===== config.mk =====
export PLATFORM = sky130hd
export DESIGN_NAME = bcd_operand_loader_flat
export DESIGN_NICKNAME = d
export VERILOG_FILES = /design/src/rtl/bcd_operand_loader_pkg.sv /design/src/rtl/bcd_operand_loader_if.sv /design/src/rtl/bcd_digit_check.sv /design/src/rtl/bcd_operand_loader.sv /design/src/flat_wrapper.sv
export SDC_FILE = /design/constraint.sdc
export NUM_CORES = 1
export LEC_CHECK = 0
export BUFFER_PORTS_ARGS = -buffer_cell sky130_fd_sc_hd__buf_2
export CAP_MARGIN = 5
export CORE_AREA = 2 2 104 106
export CTS_BUF_LIST = sky130_fd_sc_hd__clkbuf_4 sky130_fd_sc_hd__clkbuf_8
export CTS_CLUSTER_SIZE = 24
export DETAILED_ROUTE_END_ITERATION = 12
export DIE_AREA = 0 0 106 108
export GPL_TIMING_DRIVEN = 0
export SLEW_MARGIN = 5
export SYNTH_ARGS = -nofsm -noshare
export SYNTH_HDL_FRONTEND = slang
export SYNTH_SLANG_ARGS = --single-unit

===== constraint.sdc =====
create_clock -name clk -period 2.6 [get_ports clk]
set_input_delay 0 -clock clk [delete_from_list [all_inputs] [get_ports clk]]
set_output_delay 0 -clock clk [all_outputs]
set_load 0.005 [all_outputs]

===== src/rtl/bcd_operand_loader_pkg.sv =====
// Shared definitions for the BCD operand loader: digit limits, default sizes
// and the loader state encoding.
package bcd_operand_loader_pkg;

    localparam int          BCD_DIG_W = 4;
    localparam logic [3:0]  BCD_MAX   = 4'd9;

    localparam int NDIG_DEF  = 8;
    localparam int CNT_W_DEF = 3;

    // Encoding 2'd3 is unused and steers back to ST_LOAD_A.
    typedef enum logic [1:0] {
        ST_LOAD_A  = 2'd0,
        ST_LOAD_B  = 2'd1,
        ST_PRESENT = 2'd2
    } state_t;

endpackage


===== src/rtl/bcd_operand_loader_if.sv =====
// Digit stream and operand-pair handshake between the loader, its digit
// source and the downstream multiplier.
interface bcd_operand_loader_if #(
    parameter int NDIG = 8
);

    logic [3:0]        digit_in;
    logic              digit_valid;
    logic              digit_ready;
    logic [4*NDIG-1:0] op_a;
    logic [4*NDIG-1:0] op_b;
    logic              op_valid;
    logic              op_ready;

    modport master (
        output digit_in, digit_valid, op_ready,
        input  digit_ready, op_a, op_b, op_valid
    );

    modport slave (
        input  digit_in, digit_valid, op_ready,
        output digit_ready, op_a, op_b, op_valid
    );

endinterface


===== src/rtl/bcd_digit_check.sv =====
// Combinational BCD digit qualifier; also used by the result-formatting stage.
module bcd_digit_check
    import bcd_operand_loader_pkg::*;
(
    input  logic [BCD_DIG_W-1:0] digit,
    output logic                 is_bcd
);

    assign is_bcd = (digit <= BCD_MAX);

endmodule


===== src/rtl/bcd_operand_loader.sv =====
// Collects 2*NDIG BCD digits (MSD first) into packed operands A and B and
// presents the pair to the multiplier with a valid/ready handshake.
module bcd_operand_loader
    import bcd_operand_loader_pkg::*;
#(
    parameter int NDIG  = NDIG_DEF,
    parameter int CNT_W = CNT_W_DEF
) (
    input  logic                clk,
    input  logic                rst_n,
    input  logic                clr,
    bcd_operand_loader_if.slave bus,
    output logic                loading_b,
    output logic [CNT_W-1:0]    dig_cnt,
    output logic                bad_digit,
    output logic                bad_seen
);

    localparam logic [CNT_W-1:0] LAST_CNT = CNT_W'(NDIG - 1);

    state_t            state;
    state_t            state_next;
    logic              started;
    logic              is_bcd;
    logic              accept;
    logic              good_accept;
    logic              bad_accept;
    logic              last_digit;
    logic [4*NDIG-1:0] op_a;
    logic [4*NDIG-1:0] op_b;

    bcd_digit_check u_digit_check (
        .digit  (bus.digit_in),
        .is_bcd (is_bcd)
    );

    assign accept      = bus.digit_valid & bus.digit_ready;
    assign good_accept = accept & is_bcd;
    assign bad_accept  = accept & ~is_bcd;
    assign last_digit  = (dig_cnt == LAST_CNT);

    assign bus.op_a = op_a;
    assign bus.op_b = op_b;

    always_ff @(posedge clk or negedge rst_n) begin
        if (!rst_n)
            state <= ST_LOAD_A;
        else
            state <= state_next;
    end

    always_comb begin
        state_next = state;
        if (clr) begin
            state_next = ST_LOAD_A;
        end else begin
            case (state)
                ST_LOAD_A:  if (good_accept && last_digit) state_next = ST_LOAD_B;
                ST_LOAD_B:  if (good_accept && last_digit) state_next = ST_PRESENT;
                ST_PRESENT: if (bus.op_ready)              state_next = ST_LOAD_A;
                default:                                   state_next = ST_LOAD_A;
            endcase
        end
    end

    // Outputs come only from registers; 'started' keeps digit_ready low during reset.
    always_comb begin
        bus.digit_ready = 1'b0;
        bus.op_valid    = 1'b0;
        loading_b       = 1'b0;
        case (state)
            ST_LOAD_A:  bus.digit_ready = started;
            ST_LOAD_B: begin
                bus.digit_ready = started;
                loading_b       = 1'b1;
            end
            ST_PRESENT: bus.op_valid = 1'b1;
            default: ;
        endcase
    end

    always_ff @(posedge clk or negedge rst_n) begin
        if (!rst_n)
            started <= 1'b0;
        else
            started <= 1'b1;
    end

    always_ff @(posedge clk or negedge rst_n) begin
        if (!rst_n) begin
            op_a      <= '0;
            op_b      <= '0;
            dig_cnt   <= '0;
            bad_digit <= 1'b0;
            bad_seen  <= 1'b0;
        end else if (clr) begin
            op_a      <= '0;
            op_b      <= '0;
            dig_cnt   <= '0;
            bad_digit <= 1'b0;
            bad_seen  <= 1'b0;
        end else begin
            bad_digit <= bad_accept;
            if (bad_accept)
                bad_seen <= 1'b1;
            if (good_accept) begin
                if (state == ST_LOAD_A)
                    op_a <= {op_a[4*NDIG-5:0], bus.digit_in};
                else
                    op_b <= {op_b[4*NDIG-5:0], bus.digit_in};
                dig_cnt <= last_digit ? '0 : dig_cnt + 1'b1;
            end
        end
    end

endmodule


===== src/flat_wrapper.sv =====
// flat-port wrapper written by rule: the top's interface ports become plain ports
module bcd_operand_loader_flat import bcd_operand_loader_pkg::*;
#(
    parameter int NDIG  = NDIG_DEF,
    parameter int CNT_W = CNT_W_DEF
)
  (clk, rst_n, clr, loading_b, dig_cnt, bad_digit, bad_seen, bus_digit_in, bus_digit_valid, bus_op_ready, bus_digit_ready, bus_op_a, bus_op_b, bus_op_valid);
  bcd_operand_loader_if #(.NDIG(NDIG)) bus_i ();
  input  logic clk;
  input  logic rst_n;
  input  logic clr;
  output logic loading_b;
  output logic [CNT_W-1:0] dig_cnt;
  output logic bad_digit;
  output logic bad_seen;
  input wire logic [$bits(bus_i.digit_in)-1:0] bus_digit_in;
  input wire logic [$bits(bus_i.digit_valid)-1:0] bus_digit_valid;
  input wire logic [$bits(bus_i.op_ready)-1:0] bus_op_ready;
  output wire logic [$bits(bus_i.digit_ready)-1:0] bus_digit_ready;
  output wire logic [$bits(bus_i.op_a)-1:0] bus_op_a;
  output wire logic [$bits(bus_i.op_b)-1:0] bus_op_b;
  output wire logic [$bits(bus_i.op_valid)-1:0] bus_op_valid;
  assign bus_i.digit_in = bus_digit_in;
  assign bus_i.digit_valid = bus_digit_valid;
  assign bus_i.op_ready = bus_op_ready;
  assign bus_digit_ready = bus_i.digit_ready;
  assign bus_op_a = bus_i.op_a;
  assign bus_op_b = bus_i.op_b;
  assign bus_op_valid = bus_i.op_valid;
  bcd_operand_loader #(.NDIG(NDIG), .CNT_W(CNT_W)) u_core (.clk(clk), .rst_n(rst_n), .clr(clr), .bus(bus_i), .loading_b(loading_b), .dig_cnt(dig_cnt), .bad_digit(bad_digit), .bad_seen(bad_seen));
endmodule

[Yosys cells after proc, flatten, opt, wreduce, memory -nomap -nowiden]
Index checks and enable logic that the tools add are counted.
Cells by class
  magnitude comparators: 1
  eq/ne operators: 7
  mux-type cells: 20
  bitwise operators: 4
  add/sub/neg operators: 1
  reduce and logical (&&, ||, !) cells: 9
Operator list (count)
  32-bit two-way mux: 6
  3-bit two-way mux: 3
  2-bit two-way mux: 4
  1-bit two-way mux: 6
  3-bit by 2-bit != test with 1-bit output, second input constant: 2
  2-bit case mux with 3 select lines: 1
  2-bit nonzero test: 3
  4-bit less-or-equal comparator, second input constant: 1
  2-bit AND reduction: 2
  3-bit by 1-bit adder with 3-bit output, second input constant: 1
  1-bit bitwise AND: 3
  3-bit equality test, second input constant: 1
  3-bit != test, second input constant: 1
  3-bit AND reduction: 1
  2-bit by 1-bit equality test with 1-bit output, second input constant: 1
  2-bit equality test, second input constant: 1
  2-bit zero test: 1
  2-bit != test, second input constant: 1
  2-bit OR reduction: 1
  1-bit logical AND: 1
  1-bit inverter: 1
Word-level totals
  flip-flop bits (word level): 72

[Logic depth before layout (Yosys ltp)]
  word-level depth: 9
  gate-level depth with buffers: 6

[Cells and area by module]
A second synthesis with hierarchy kept.
Unflattened totals
  cell total of the unflattened synthesis: 245
  area total of the unflattened synthesis: 3124.2 um^2
By module, submodules not included
  bcd_operand_loader: instances 1, cells each 244, area each 3119.2 um^2, sequential area each 1801.7 um^2
  bcd_digit_check: instances 1, cells each 1, area each 5.0 um^2, sequential area each 0.0 um^2

[Worst setup path before layout]
OpenSTA, ideal clock, no wires.
  kind: register -> register
  start: register u_core.dig_cnt[0]
  end: register u_core.dig_cnt[0]
  required time: 2.523 ns
  cell stages (with the launch flop): 5
  data arrival time: 1.393 ns
  setup slack: 1.130 ns
  cell sequence: dfrtp_1 -> ha_1 -> ha_1 -> or4_1 -> a21oi_1
On the way
  word-level cells in the longest chain between the ends: 4
  elaborated cells between the ends (all ways): 5
  classes of those cells: add/sub (1); eq/ne (1); mux (3)
RTL lines
  from (decl): RTL line bcd_operand_loader.sv:14  | output logic [CNT_W-1:0] dig_cnt,
  from (signal assigned): RTL line bcd_operand_loader.sv:111  | dig_cnt <= last_digit ? '0 : dig_cnt + 1'b1;
  3-bit by 1-bit adder with 3-bit output / 3-bit equality test (equally long branches): RTL line bcd_operand_loader.sv:111, bcd_operand_loader.sv:40
  3-bit two-way mux (*): RTL line bcd_operand_loader.sv:111
  3-bit two-way mux (*): RTL line bcd_operand_loader.sv:106  | if (good_accept) begin
  3-bit two-way mux (*): RTL line bcd_operand_loader.sv:96  | end else if (clr) begin
Every way passes the cells marked *; elsewhere a longest branch is shown, timed or not. The select of a mux whose other input is x is not followed.
A chain may end at the register's enable or synchronous reset.

[Worst setup path in the final report]
  start: register u_core.state[1]
  end: register u_core.op_b[12] (netlist: u_core.bus.op_b[12])
On the way
  word-level cells in the longest chain between the ends: 7
  elaborated cells between the ends (all ways): 9
  classes of those cells: eq/ne (2); mux (1); bitwise (2); reduce/logical (4)
RTL lines
  from (decl): RTL line bcd_operand_loader.sv:21  | state_t state;
  from (signal assigned): RTL line bcd_operand_loader.sv:49  | state <= state_next;
  2-bit by 1-bit equality test with 1-bit output / 2-bit zero test (equally long branches): RTL line bcd_operand_loader.sv:71, bcd_operand_loader.sv:107
  2-bit OR reduction (no source line)
  1-bit two-way mux: RTL line bcd_operand_loader.sv:71  | case (state)
  1-bit bitwise AND: RTL line bcd_operand_loader.sv:37  | assign accept = bus.digit_valid & bus.digit_ready;
  1-bit bitwise AND: RTL line bcd_operand_loader.sv:38  | assign good_accept = accept & is_bcd;
  2-bit nonzero test (no source line)
  2-bit AND reduction (no source line) (*)
  to (signal assigned): RTL line bcd_operand_loader.sv:110  | op_b <= {op_b[4*NDIG-5:0], bus.digit_in};
  to (decl): RTL line bcd_operand_loader.sv:30  | logic [4*NDIG-1:0] op_b;
Every way passes the cells marked *; elsewhere a longest branch is shown, timed or not.

==> insert_results.sql <==
INSERT INTO impl_metrics (metric_group, metric, value, unit) VALUES
('synthesis', 'synth_area_leaders', 'dfrtp_1, nand2b_1, mux2i_1', ''),
('global_route', 'gr-total-overflow', '0', ''),
('timing', 'period_utilisation_layout', '62.9', '%'),
('worst_setup_path', 'worst-setup-path-type', 'reg -> reg', ''),
('worst_setup_path', 'crit_required', '2.83', 'ns'),
('clock_tree', 'post_cts.resized_instances', '0', ''),
('place', 'dpl.cell_count', '546', ''),
('layout', 'finalCoreUtilization', '42.9', '%'),
('synthesis', 'synthCells', '329', ''),
('detailed_routing', 'routed_via_count_divided_by_cell_count', '5.07', ''),
('layout', 'diodes', '0', ''),
('clock_tree', 'cts_buffer_depth', '2', ''),
('global_route', 'grt_first_pass_wirelength', '15300', 'microns'),
('synthesis', 'post_synth_edffs', '0', ''),
('timing', 'tightest_slew', '0.528', 'ns'),
('place', 'dp.final_hpwl', '6560', 'microns'),
('floorplan', 'fp-row-count', '37', ''),
('clock_tree', 'cts_sinks', '72', ''),
('synthesis', 'synth_top_cells_by_count', 'dfrtp_1, nand2b_1, mux2i_1, a21oi_1, nor4_1', ''),
('timing', 'report.final.setup_viol', '0', ''),
('place', 'port_buffers', '80', ''),
('layout', 'area_growth_syn_to_layout', '23.4', '%'),
('clock_tree', 'library_cell_used_as_clock_root_buffer', 'clkbuf_8', ''),
('layout', 'fin_nets', '438', ''),
('detailed_routing', 'drt_iter0_drc', '202', ''),
('global_route', 'groute.layer.met2.usage', '26.7', '%'),
('synthesis', 'synth_area', '3560', 'sq um'),
('synthesis', 'yosys.cell_count.top_type', 'dfrtp_1', ''),
('global_route', 'global_route.usage.met1', '23.3', '%'),
('detailed_routing', 'detailedRoute.firstPassIterationCount', '4', ''),
('clock_tree', 'cts_setup_buffers', '0', ''),
('global_route', 'grt_usage', '16.9', '%'),
('synthesis', 'postSynth.topFlopCell', 'dfrtp_1', ''),
('timing', 'timing.fmax', '612', 'MHz'),
('power', 'pwr_density_cell', '513', 'nW/um^2'),
('floorplan', 'initial_utilization', '34.8', '%'),
('detailed_routing', 'drc', '0', ''),
('clock_tree', 'clk_transition_reported_paths', '0.08', 'ns'),
('synthesis', 'synth.distinct_cells', '30', ''),
('global_route', 'grt.busiest_layer', 'met2', ''),
('clock_tree', 'cts_hold_buffers', '6', ''),
('floorplan', 'design.core.area', '10200', 'sq um'),
('synthesis', 'post_syn_area_per_cell', '10.8', 'sq um'),
('worst_setup_path', 'critical_path_peak_fanout', '10', ''),
('place', 'placed_area', '4160', 'sq um'),
('clock_tree', 'cts_htree_levels', '3', ''),
('outcome', 'status', 'complete, no violations', ''),
('detailed_routing', 'detail-route-antenna-nets', '0', ''),
('synthesis', 'ys_async_sr_fraction', '100', '%'),
('worst_hold_path', 'min-delay-path-class', 'in -> reg', ''),
('synthesis', 'synth_nets', '340', ''),
('timing', 'setup-tns-final', '0', 'ns'),
('timing', 'hold_violations', '0', ''),
('detailed_routing', 'detail_route.wl_per_cell', '16.1', 'microns'),
('timing', 'final_max_slew_viol_count', '0', ''),
('worst_setup_path', 'worst_setup_path_startpoint', 'u_core.state[1]', ''),
('global_route', 'first_global_vias', '2900', ''),
('power', 'leakagePower', '2.33', 'nW'),
('layout', 'layout.cells.non_filler', '567', ''),
('detailed_routing', 'routed_wirelength', '9110', 'microns'),
('floorplan', 'die-width', '106', 'microns'),
('clock_tree', 'cts_tree', 'done', ''),
('worst_setup_path', 'setup_crit_end_kind', 'flip-flop', ''),
('global_route', 'antenna_found_initial', '0', ''),
('power', 'peakVddDrop', '0.367', 'mV'),
('clock_tree', 'clk-insertion-delay-late', '0.34', 'ns'),
('synthesis', 'netlist.top_cell.by_area', 'dfrtp_1', ''),
('floorplan', 'design.die.area', '11400', 'sq um'),
('worst_setup_path', 'setup.worst_path.start_class', 'flip-flop', ''),
('global_route', 'met3_track_utilization_from_global_routing', '4.22', '%'),
('synthesis', 'count_of_synthesis_stage_warnings_from_yosys', '0', '');
## cells by family (layout without fill, tap and decap cells)
| logic type | after synthesis | in the layout | share of synthesized area [%] |
|---|---|---|---|
| other | 1 | 1 | 0.105 |
| flip-flops | 72 | 72 | 50.6 |
| buffers and inverters | 36 | 138 | 5.02 |
| multiplexers | 33 | 33 | 9.27 |
| adder cells (fa/ha/maj) | 2 | 2 | 0.702 |
| AND/OR/NAND/NOR | 115 | 115 | 20.4 |
| AO/OA/AOI/OAI | 70 | 70 | 13.9 |
## flip-flops by register name, summed over array words and instances (netlist names)
register,flops
u_core.bus.op_b,32
u_core.bad_digit,1
u_core.state,2
u_core.bus.op_a,32
u_core.bad_seen,1
u_core.started,1
u_core.dig_cnt,3
## routing by layer
metal	wire (microns)	part of all wire [%]	vias to the layer above
met3	539	5.9	9
met1	4260	47	1385
met4	75	0.82	0
met2	4240	47	90
li1	-	-	1392
met5	0	0	-
## cells in the final DEF (no fill, tap or decap), types with 2 or more instances in the layout
cell type       n
a211o_1        28
dlygate4sd3_1   6
nand2b_1       62
clkbuf_1       15
clkbuf_8       10
nor4_1         29
clkinv_2        2
o21ai_0         3
nand3_1         2
a21oi_1        29
nor2b_1         7
buf_2          93
or3_1           2
dfrtp_1        72
inv_1           3
buf_6           3
nor3_2          2
buf_4           2
a221o_1         4
ha_1            2
nor2_1          2
o221ai_1        3
mux2i_1        33
clkbuf_4        2
nand2_1         4
## worst paths after layout
path,endpoint,slack [ns],cells after the start
worst max-delay path,u_core.bus.op_b[12],0.97,4
worst min register to register,u_core.bad_seen,0.51,2
worst max register to register,u_core.bus.op_b[12],0.97,4
max in group asynchronous,u_core.bus.op_b[3],1.91,3
min in group asynchronous,u_core.bus.op_a[29],0.13,2
worst min-delay path,u_core.dig_cnt[0],0.12,4
## through the flow
| step | hold slack, ns | worst slack, ns | total power (W) |
|---|---|---|---|
| final | 0.124 | 0.965 | 0.00226 |
| after global routing | 0.136 | 0.814 | 0.00237 |
| after CTS | 0.116 | 0.971 | 0.00230 |
| after detailed placement | -0.0430 | 0.964 | 0.00148 |
| after global placement | 0.303 | 0.957 | 0.00147 |
| after floorplan | -0.296 | 1.13 | 0.00136 |
## power breakdown
part           internal [W]  switching, W  leakage, nW  total (W)
Clock              0.000388      0.000407       0.0930   0.000795
Sequential          0.00115     0.0000274        0.998    0.00118
Combinational      0.000116      0.000163         1.24   0.000279
Total               0.00166      0.000598         2.33    0.00226
## critical path: stages (launching register included)
cell and delay (ns):
dfrtp_1 0.44, nor3_2 0.30, clkbuf_1 0.40, nor4_1 0.12, a211o_1 0.25
## final cells by class
cell class	count	area [sq um]
Sequential cell	72	1800
Clock inverter	3	18.8
Multi-Input combinational cell	221	1580
Inverter	3	11.3
Buffer	33	168
Timing Repair Buffer	87	490
Fill cell	1023	5840
Tap cell	136	170
Clock buffer	12	153
(Power assumes the default switching activity.)
